File: src/rtl/window_max_collector.sv
// rtl/window_max_collector.sv - per-window max capture FIFO
// Follows the accumulator's stride/delay schedule and queues each completed window maximum.
module window_max_collector #(
  parameter int DATA_W  = 32,
  parameter int DELAY_W = 7,
  parameter int DEPTH   = 4
) (
  input  logic                         clk,
  input  logic                         rst,
  input  logic                         run,
  input  logic                         running,
  input  logic [DELAY_W-1:0]           strideMinusOne,
  input  logic [DELAY_W-1:0]           delay0,
  input  logic [DATA_W-1:0]            in0,
  output logic [DATA_W-1:0]            out_data,
  output logic                         out_valid,
  input  logic                         out_ready,
  output logic [$clog2(DEPTH+1)-1:0]   count,
  output logic                         overflow
);

  localparam int PTR_W = $clog2(DEPTH);
  localparam int CNT_W = $clog2(DEPTH + 1);
  localparam logic [CNT_W-1:0]   CNT_ONE   = CNT_W'(1);
  localparam logic [CNT_W-1:0]   CNT_FULL  = CNT_W'(DEPTH);
  localparam logic [PTR_W-1:0]   PTR_ONE   = PTR_W'(1);
  localparam logic [DELAY_W-1:0] DELAY_ONE = DELAY_W'(1);

  logic [DATA_W-1:0]  mem [DEPTH];
  logic [DELAY_W-1:0] delay;
  logic               primed;
  logic [PTR_W-1:0]   rd_ptr;
  logic [PTR_W-1:0]   wr_ptr;

  logic zero;
  logic capture;
  logic full;
  logic pop;
  logic push;
  logic drop;

  // The first zero after run only primes: the value at that point predates any window.
  assign zero    = (delay == '0);
  assign capture = running && !run && zero && primed;
  assign full    = (count == CNT_FULL);
  assign pop     = out_valid && out_ready && !run;
  assign push    = capture && (!full || pop);
  assign drop    = capture && full && !pop;

  assign out_valid = (count != '0);
  assign out_data  = out_valid ? mem[rd_ptr] : '0;

  always_ff @(posedge clk) begin
    if (push) begin
      mem[wr_ptr] <= in0;
    end
  end

  always_ff @(posedge clk or negedge rst) begin
    if (!rst) begin
      delay    <= '0;
      primed   <= 1'b0;
      rd_ptr   <= '0;
      wr_ptr   <= '0;
      count    <= '0;
      overflow <= 1'b0;
    end else if (run) begin
      delay    <= delay0;
      primed   <= 1'b0;
      rd_ptr   <= '0;
      wr_ptr   <= '0;
      count    <= '0;
      overflow <= 1'b0;
    end else begin
      delay <= zero ? strideMinusOne : (delay - DELAY_ONE);
      if (running && zero) begin
        primed <= 1'b1;
      end
      if (push) begin
        wr_ptr <= wr_ptr + PTR_ONE;
      end
      if (pop) begin
        rd_ptr <= rd_ptr + PTR_ONE;
      end
      if (push && !pop) begin
        count <= count + CNT_ONE;
      end else if (pop && !push) begin
        count <= count - CNT_ONE;
      end
      if (drop) begin
        overflow <= 1'b1;
      end
    end
  end

endmodule
File: config.mk
export PLATFORM = sky130hd
export DESIGN_NAME = window_max_collector
export DESIGN_NICKNAME = d
export VERILOG_FILES = /design/src/rtl/window_max_collector.sv
export SDC_FILE = /design/constraint.sdc
export NUM_CORES = 1
export LEC_CHECK = 0
export CORE_MARGIN = 3
export CORE_UTILIZATION = 48
export DETAILED_ROUTE_END_ITERATION = 16
export PLACE_DENSITY = 0.78
export SYNTH_ARGS = -nofsm -noshare
export SYNTH_HDL_FRONTEND = slang
export SYNTH_SLANG_ARGS = --single-unit
File: constraint.sdc
create_clock -name clk -period 6.1 [get_ports clk]
set_input_delay 0.61 -clock clk [delete_from_list [all_inputs] [get_ports clk]]
set_output_delay 0.61 -clock clk [all_outputs]
set_load 0.02 [all_outputs]
======== Yosys cells after proc, flatten, opt, wreduce, memory -nomap -nowiden ========
Memory sizes are Yosys's and may differ from the RTL's.
Cells that the tools add are included.
word-level totals
  register bits after elaboration ......... 16
  RAM bits ................................ 128
  bits of input ports ..................... 51
  logic and storage cells ................. 52
  memories kept ........................... 1
memories
  name  depth  bits a word  rd ports  clocked after memory_dff  wr ports  RTL line  text
  mem   4      32           1         0                         1         29        logic [DATA_W-1:0] mem [DEPTH];
operators by class
  add/sub/neg operators ................... 5
  equality and inequality tests ........... 1
  muxes and demuxes ....................... 16
  reductions and logical operators ........ 23
operators by type and width
  cell                                               number
  2-to-1 mux 32 bit                                  1
  2-to-1 mux 7 bit                                   2
  logical AND 1 bit                                  11
  2-to-1 mux 3 bit                                   3
  2-to-1 mux 2 bit                                   4
  nonzero test 2 bit                                 4
  zero test 7 bit                                    1
  subtractor 7 x 1 -> 7 bit (second input constant)  1
  2-to-1 mux 1 bit                                   6
  nonzero test 3 bit                                 2
  adder 2 x 1 -> 2 bit (second input constant)       2
  zero test 1 bit                                    4
  adder 3 x 1 -> 3 bit (second input constant)       1
  equality test 3 bit (second input constant)        1
  subtractor 3 x 1 -> 3 bit (second input constant)  1
  logical OR 1 bit                                   1

======== Longest topological paths before layout ========
  depth after elaboration ................. 10
  mapped depth ............................ 10
  gate-level depth less buffers ........... 10

======== Least setup slack after synthesis ========
OpenSTA, ideal clock, no wires.
  path kind ............................... input-to-reg
  start point ............................. input run
  end point ............................... memory mem[0][0], enable pin
  setup time .............................. 0.392 ns
  data arrival time ....................... 2.274 ns
  required time ........................... 5.708 ns
  path slack .............................. 3.434 ns
  stages .................................. 5
  cells stage by stage .................... clkbuf_1 > nand2b_1 > and3_1 > nor4_1 > and2_1
on the way
  cells in the longest elaborated chain, start to end .. 7
  elaborated cells between the ends (all ways) .. 9
  classes of those cells .................. mux: 2; reduce/logical: 7
ends and longest elaborated chain
  element                                     RTL line  text
  start: declaration                          10        input logic run,
  zero test 1 bit (*)                         44, 46
  logical AND 1 bit (3 in series)             44        assign capture = running && !run && zero && primed;
  logical AND 1 bit (*)                       47        assign push = capture && (!full || pop);
  2-to-1 mux 1 bit (*)                        54        if (push) begin
  2-to-1 mux 1 bit (not written as such) (*)  55        mem[wr_ptr] <= in0;
  end: declaration                            29
Every way passes the cells marked *; elsewhere a longest branch is shown, timed or not.

======== Worst setup path in the final report ========
  start point ............................. input run
  end point ............................... register count[2]
on the way
  cells in the longest elaborated chain, start to end .. 8
  elaborated cells between the ends (all ways) .. 14
  classes of those cells .................. mux: 2; reduce/logical: 12
ends and longest elaborated chain
  element                                                 RTL line  text
  zero test 1 bit                                         44, 46
  logical AND 1 bit (3 in series)                         44
  logical AND 1 bit                                       47
  logical AND 1 bit or zero test 1 bit (tied branches)    85, 87
  2-to-1 mux 3 bit or logical AND 1 bit (tied branches)   85, 87
  2-to-1 mux 3 bit or nonzero test 3 bit (tied branches)  n/a
  end signal: assignment                                  86        count <= count + CNT_ONE;
  end signal: assignment                                  88        count <= count - CNT_ONE;
  end: declaration                                        18        output logic [$clog2(DEPTH+1)-1:0] count,
Parallel ways exist; a longest one is shown, timed or not.
A chain may end at the register's enable or synchronous reset.

==> key figures <==
Floorplanning
  – Initial core utilization: 0.502
  – Die Area: 0.0136 mm²
  – Core area: around 0.012 mm²
  – I/O Pins: slightly below 90
  – Die width: 117 µm
  – Die height: 117 µm
  – Num rows: 39

Timing
  – Final Cycle Share: 0.568
  – Final-report hold violation count: 0
  – FMAX: 288 MHz
  – Tmin final: 3470 ps
  – Fin Setup TNS: 0 ps
  – Final setup fails: 0
  – Max-slew headroom: 0.219
  – Clock Skew: about 7.7 ps
  – Number of max-slew violations in the final report: 0
  – Final WS setup: approximately 2600 ps
  – RSZ-0062 raised after global routing: no
  – Slew @ Worst Pin: around 1200 ps

Setup path
  – CP top delay family: simple AND/OR/NAND/NOR gates
  – Slowest library cell on the worst path: clkdlybuf4s50_1
  – Worst EP required: 6360 ps
  – Slowest stage delay, CP: 850 ps
  – Critical path peak fanout: 25
  – Worst path bufs/invs: 1
  – Reg-to-reg slack, setup: 3120 ps
  – Crit path DAT: 3730 ps
  – Crit path kind: in -> reg
  – FF-to-FF path depth: 8
  – Worst r2r dst: count[2]$_DFFE_PN0P_
  – Crit-path cells: clkdlybuf4s50_1, nand2b_1, and3_1, nor4_1, nor2b_1, fa_1, nor2_1, or2_2, a211oi_1, nor3_1
  – R2r startpoint: count[1]$_DFFE_PN0P_
  – Crit end category: register
  – Worst setup SP type: input pin

Power and ir drop
  – Peak VDD IR: approximately 0.22 mV
  – P_leak: 0.00258 µW
  – Power density over the cells: 424 mW/mm²

Synthesis
  – Synth Instances: 318
  – Mapped Nets: 376
  – Register area share after synthesis: 0.722
  – Most used DFF post-synth: edfxtp_1
  – Number of synthesized flops with an enable pin: 128
  – Synth unique cells: 38
  – Asr flop ratio synth: 0.111
  – Yosys reg bits: approximately 140
  – Syn_area_per_cell: between 15 and 20 µm²
  – Synth warn: 0
  – Synth Cell Area: between 0.005 and 0.006 mm²

CTS
  – H-tree depth: 4
  – Sink count of the clock tree: 144
  – Worst-Skew Late Latency: 420 ps
  – Postcts setup bufs: 0
  – Num CTS Buffers: 17
  – Maximum clock insertion buffer count: 2
  – Number of gates given a new drive strength after cts: 0
  – CTS tree: done
  – Clk pin slew, worst setup/hold paths: 60 ps
  – Root Driver: clkbuf_16
  – Hold_buf cts: 0

Min path
  – HP Start: primed$_DFFE_PN0P_
  – Hold EP: primed$_DFFE_PN0P_
  – Worst hold path class: reg -> reg
  – WHS Path Cells: 2

Job
  – Max_cap viols: 0

Global routing
  – Vias in the first global route: 3377
  – Pin count of the biggest net entering global routing: 37
  – First-pass GRT wire length: 18900 µm
  – Congestion Overflow GR: 0
  – Antenna violations before repair: 0
  – Total track usage: 0.193

Layout
  – Multi-input logic area: 0.00154 mm²
  – Fin util: 0.648
  – N_diodes: 0
  – Share of layout cells above drive strength 1: 0.187
  – # fillers: 783
  – Area Growth Syn to Fin: 29.2%
  – Commonest non-fill, non-tap cell in the layout: edfxtp_1
  – Reg area: 0.00425 mm²
  – Most frequent cells in the layout: edfxtp_1 (128), clkdlybuf4s50_1 (87), and2_1 (33), mux4_2 (32), clkbuf_16 (17)
  – Final net count: roughly 470

Placed design
  – IO Port Bufs: 87
  – DP Worst Slack: 2270 ps
  – Placer congestion estimate: 0.846
  – DP Wirelength: 6920 µm

Detailed routing
  – Drt wl/cell: 21.4 µm
  – Pre-Repair DR Iteration Count: 4
  – WL final: 12100 µm
  – Vias: 3182
  – Routed vias/inst: around 5.6
  – Initial DRC Count: 186
  – DRT antenna net count: 0
  – DRC: 0

Status
  – Outcome: finished, final reports clean
==> area by class of cell <==
class	instances	area share
Clock buffer	17	0.0560
Clock inverter	14	0.0377
Inverter	9	0.00445
Multi-Input combinational cell	150	0.203
Sequential cell	144	0.559
Tap cell	143	0.0236
Timing Repair Buffer	88	0.116
==> per-layer routing <==
metal / wire [µm] / track usage / up-vias / share of wire
met4: 300 / 0.0956 / 0 / 0.025
met3: 634 / 0.0523 / 26 / 0.052
li1: - / - / 1419 / -
met1: 5120 / 0.257 / 1615 / 0.42
met5: 0 / 0 / - / 0
met2: 6030 / 0.297 / 122 / 0.50
==> through the flow <==
step,cell area [µm²],power (µW),hold slack [ps],std cells
2_1_floorplan,5880,1640,314,318
3_3_place_gp,6880,1970,540,534
3_5_place_dp,6880,1990,524,534
4_1_cts,7590,3240,541,565
5_1_grt,7590,3330,585,565
6_report,7590,3220,541,565
==> cells in the mapped netlist, types with 2 or more instances <==
| cell type | count | share of area |
|---|---|---|
| xor2_1 | 3 | 0.0045 |
| and2_1 | 37 | 0.039 |
| nand2_1 | 8 | 0.0051 |
| a21oi_1 | 6 | 0.0051 |
| or3_1 | 3 | 0.0032 |
| dfrtp_1 | 16 | 0.068 |
| clkbuf_1 | 11 | 0.0070 |
| nor2_1 | 10 | 0.0064 |
| nor3_1 | 2 | 0.0017 |
| buf_2 | 4 | 0.0034 |
| edfxtp_1 | 128 | 0.65 |
| inv_1 | 9 | 0.0057 |
| ha_1 | 6 | 0.013 |
| mux4_2 | 32 | 0.12 |
| nand3_1 | 2 | 0.0017 |
| and3_1 | 2 | 0.0021 |
| nor2b_1 | 2 | 0.0021 |
| mux2_2 | 5 | 0.0096 |
| o21ai_0 | 8 | 0.0068 |
| nand4_1 | 2 | 0.0021 |
| mux2i_1 | 5 | 0.0085 |
==> worst reg2reg max path, stage by stage (launching register included) <==
cell and delay [ps]:
dfrtp_1 430, or3_1 880, and2_1 430, nor2b_1 190
fa_1 280, nor2_1 70, or2_2 270, a211oi_1 210
nor3_1 70
==> logic make-up after synthesis <==
group                      count (synthesis)  synth area share
xor gates and xnor gates                   4           0.00596
DFF                                      144             0.722
AOI/OAI and AO/OA                         20            0.0206
adders and majority gates                  7            0.0162
and+or+nand+nor                           77            0.0783
muxes                                     42             0.141
buffers and inverters                     24            0.0162
==> worst max-delay path by stage <==
| stage | endpoint | from | cells after the start |
|---|---|---|---|
| floorplan | mem[0][0]$_DFFE_PP_ | run | 5 |
| global placement | count[2]$_DFFE_PN0P_ | run | 10 |
| detailed placement | count[2]$_DFFE_PN0P_ | run | 10 |
| CTS | count[2]$_DFFE_PN0P_ | run | 10 |
| global route | count[2]$_DFFE_PN0P_ | run | 10 |
| finish | count[2]$_DFFE_PN0P_ | run | 10 |
==> state kept, by name, summed over array words and instances (netlist names) <==
register / flops
mem: 128
delay: 7
count: 3
rd_ptr: 2
wr_ptr: 2
overflow: 1
primed: 1
==> power breakdown <==
group,internal [µW],switching [µW],leakage (µW),total [µW]
sequential,1090,29.5,0.00136,1120
combinational,420,427,0.000886,847
clock,849,400,0.000341,1250
total,2360,856,0.00258,3220
No activity file was read; power rests on OpenSTA's default activity.
==> edit (same flow settings) <==
Make the reset (`rst`) synchronous in one clocked block.
--- a/src/rtl/window_max_collector.sv
+++ b/src/rtl/window_max_collector.sv
@@ -56,7 +56,7 @@
     end
   end
 
-  always_ff @(posedge clk or negedge rst) begin
+  always_ff @(posedge clk) begin
     if (!rst) begin
       delay    <= '0;
       primed   <= 1'b0;
Formal check against the unedited RTL: differs if rst is asserted again (counterexample within 4 cycles, from zero or initial values and one cycle with rst low); with rst held inactive, the same outputs for 4 cycles.
==> edit against the unedited design <==
  * Setup slack gained 0.023 ns
  * Worst hold slack got worse by 0.016 ns
  * Count of clock-buffer cells in the layout is 3 higher
  * Design area down 2.6%
  * Synthesized cell count down 1.9%
  * Area after synthesis is 1.1% lower
  * Cell count fell by 0.88%
  * Sequential cell count rose by 2
  * Register-to-register slack improved by 0.05 ns
  * Routed wire length is 8.3% lower
Power is not compared: it rests on default switching activity, and its combinational part moved more than twofold at a synthesized area within 25%.
==> edit: results (changes against the unedited design) <==
[yosys]
synth-xor-area-share_pct=1.05  ; +0.46 points
ys_seq_area_share_pct=72.3  ; +0.10 points
synth_compound_area_share_pct=2.75  ; +0.69 points
synth_nets=371  ; -1.3%
synthMuxAreaShare_pct=13.0  ; -1.1 points
yosysTopAreaCell=edfxtp_1
synth_common_cells=edfxtp_1 (128), and2_1 (36), mux4_2 (32)
async_reset_ff_share_pct=0  ; -11 points

[routing]
wl_met3_um=491  ; -23%
wl_met2_um=5850  ; -3.0%
vias=3069  ; -3.6%
drt_wl_total_um=11100  ; -8.3%
m1WireLength_um=4540  ; -11%

[layout]
clkCellAreaFrac_pct=7.83  ; -1.5 points
nets=463  ; -1.1%
nClkBuffers=20  ; +3
nFillCells=796  ; +1.7%
inv_count=8  ; -1
sh_seq_area_pct=56.9  ; +0.95 points
multi_input_area_um2=1520  ; -1.4%
final_core_util_pct=63.7  ; -1.2 points
multi_input_cells=143  ; -4.7%
layout.nonclk_buf_share_pct=11.9  ; +0.31 points
drive_above_1_share_pct=18.5  ; -0.26 points

[placement]
placed_area_um2=6820  ; -0.95%
gp_congestion=0.794  ; -6.2%
dpl.hpwl_um=6650  ; -3.9%

[sta]
tightest_slew_ns=1.20  ; +0.0309 ns
fin_hold_ws_ns=0.525  ; -0.0160 ns

[global_routing]
grt_pass1_wl_um=17500  ; -7.5%
grtUsageMet1_pct=21.3  ; -4.4 points
grt_util_met3_pct=3.76  ; -1.5 points
grtUsageMet2_pct=30.6  ; +0.90 points
grt_pass1_vias=3352  ; -0.74%
grt_usage_pct=17.6  ; -1.7 points

[critical_path]
arrival_ns=2.83  ; -0.90 ns
ff2ff_setup_slack_ns=3.17  ; +0.05 ns
cp_max_fo=17  ; -32%

[outcome]
status=complete, no violations

[cts]
ctsHtreeMaxLevel=4  ; unchanged
cts.sinks=146  ; +1.4%

-- edit: kinds of logic after synthesis --
| logic type | count (synthesis) |
|---|---|
| AOI/OAI and AO/OA | 21 |
| xor gates and xnor gates | 7 |
| adders and majority gates | 8 |
| buffers and inverters | 23 |
| DFF | 146 |
| muxes | 35 |
| and+or+nand+nor | 72 |
-- edit: worst max-delay path, cell delays in order, from the launching register on --
cell             delay, ns
dfxtp_2               0.68
buf_4                 0.43
mux4_2                0.57
and2_1                0.19
clkdlybuf4s50_1       0.54
-- edit: worst paths after layout --
check	startpoint	depth (start not counted)	to
max	flip-flop	4	out_data[27]
min	overflow	2	overflow
max reg2reg	count[0]	8	count[2]
min reg2reg	overflow	2	overflow
-- edit: metrics by stage --
stage / cells / setup slack, ns / power, µW
after floorplan: 312 / 3.55 / 1160
after detailed placement: 528 / 2.79 / 1210
final: 560 / 2.66 / 2190
after global routing: 560 / 2.45 / 2250
after global placement: 528 / 2.97 / 1210
after CTS: 560 / 2.55 / 2200
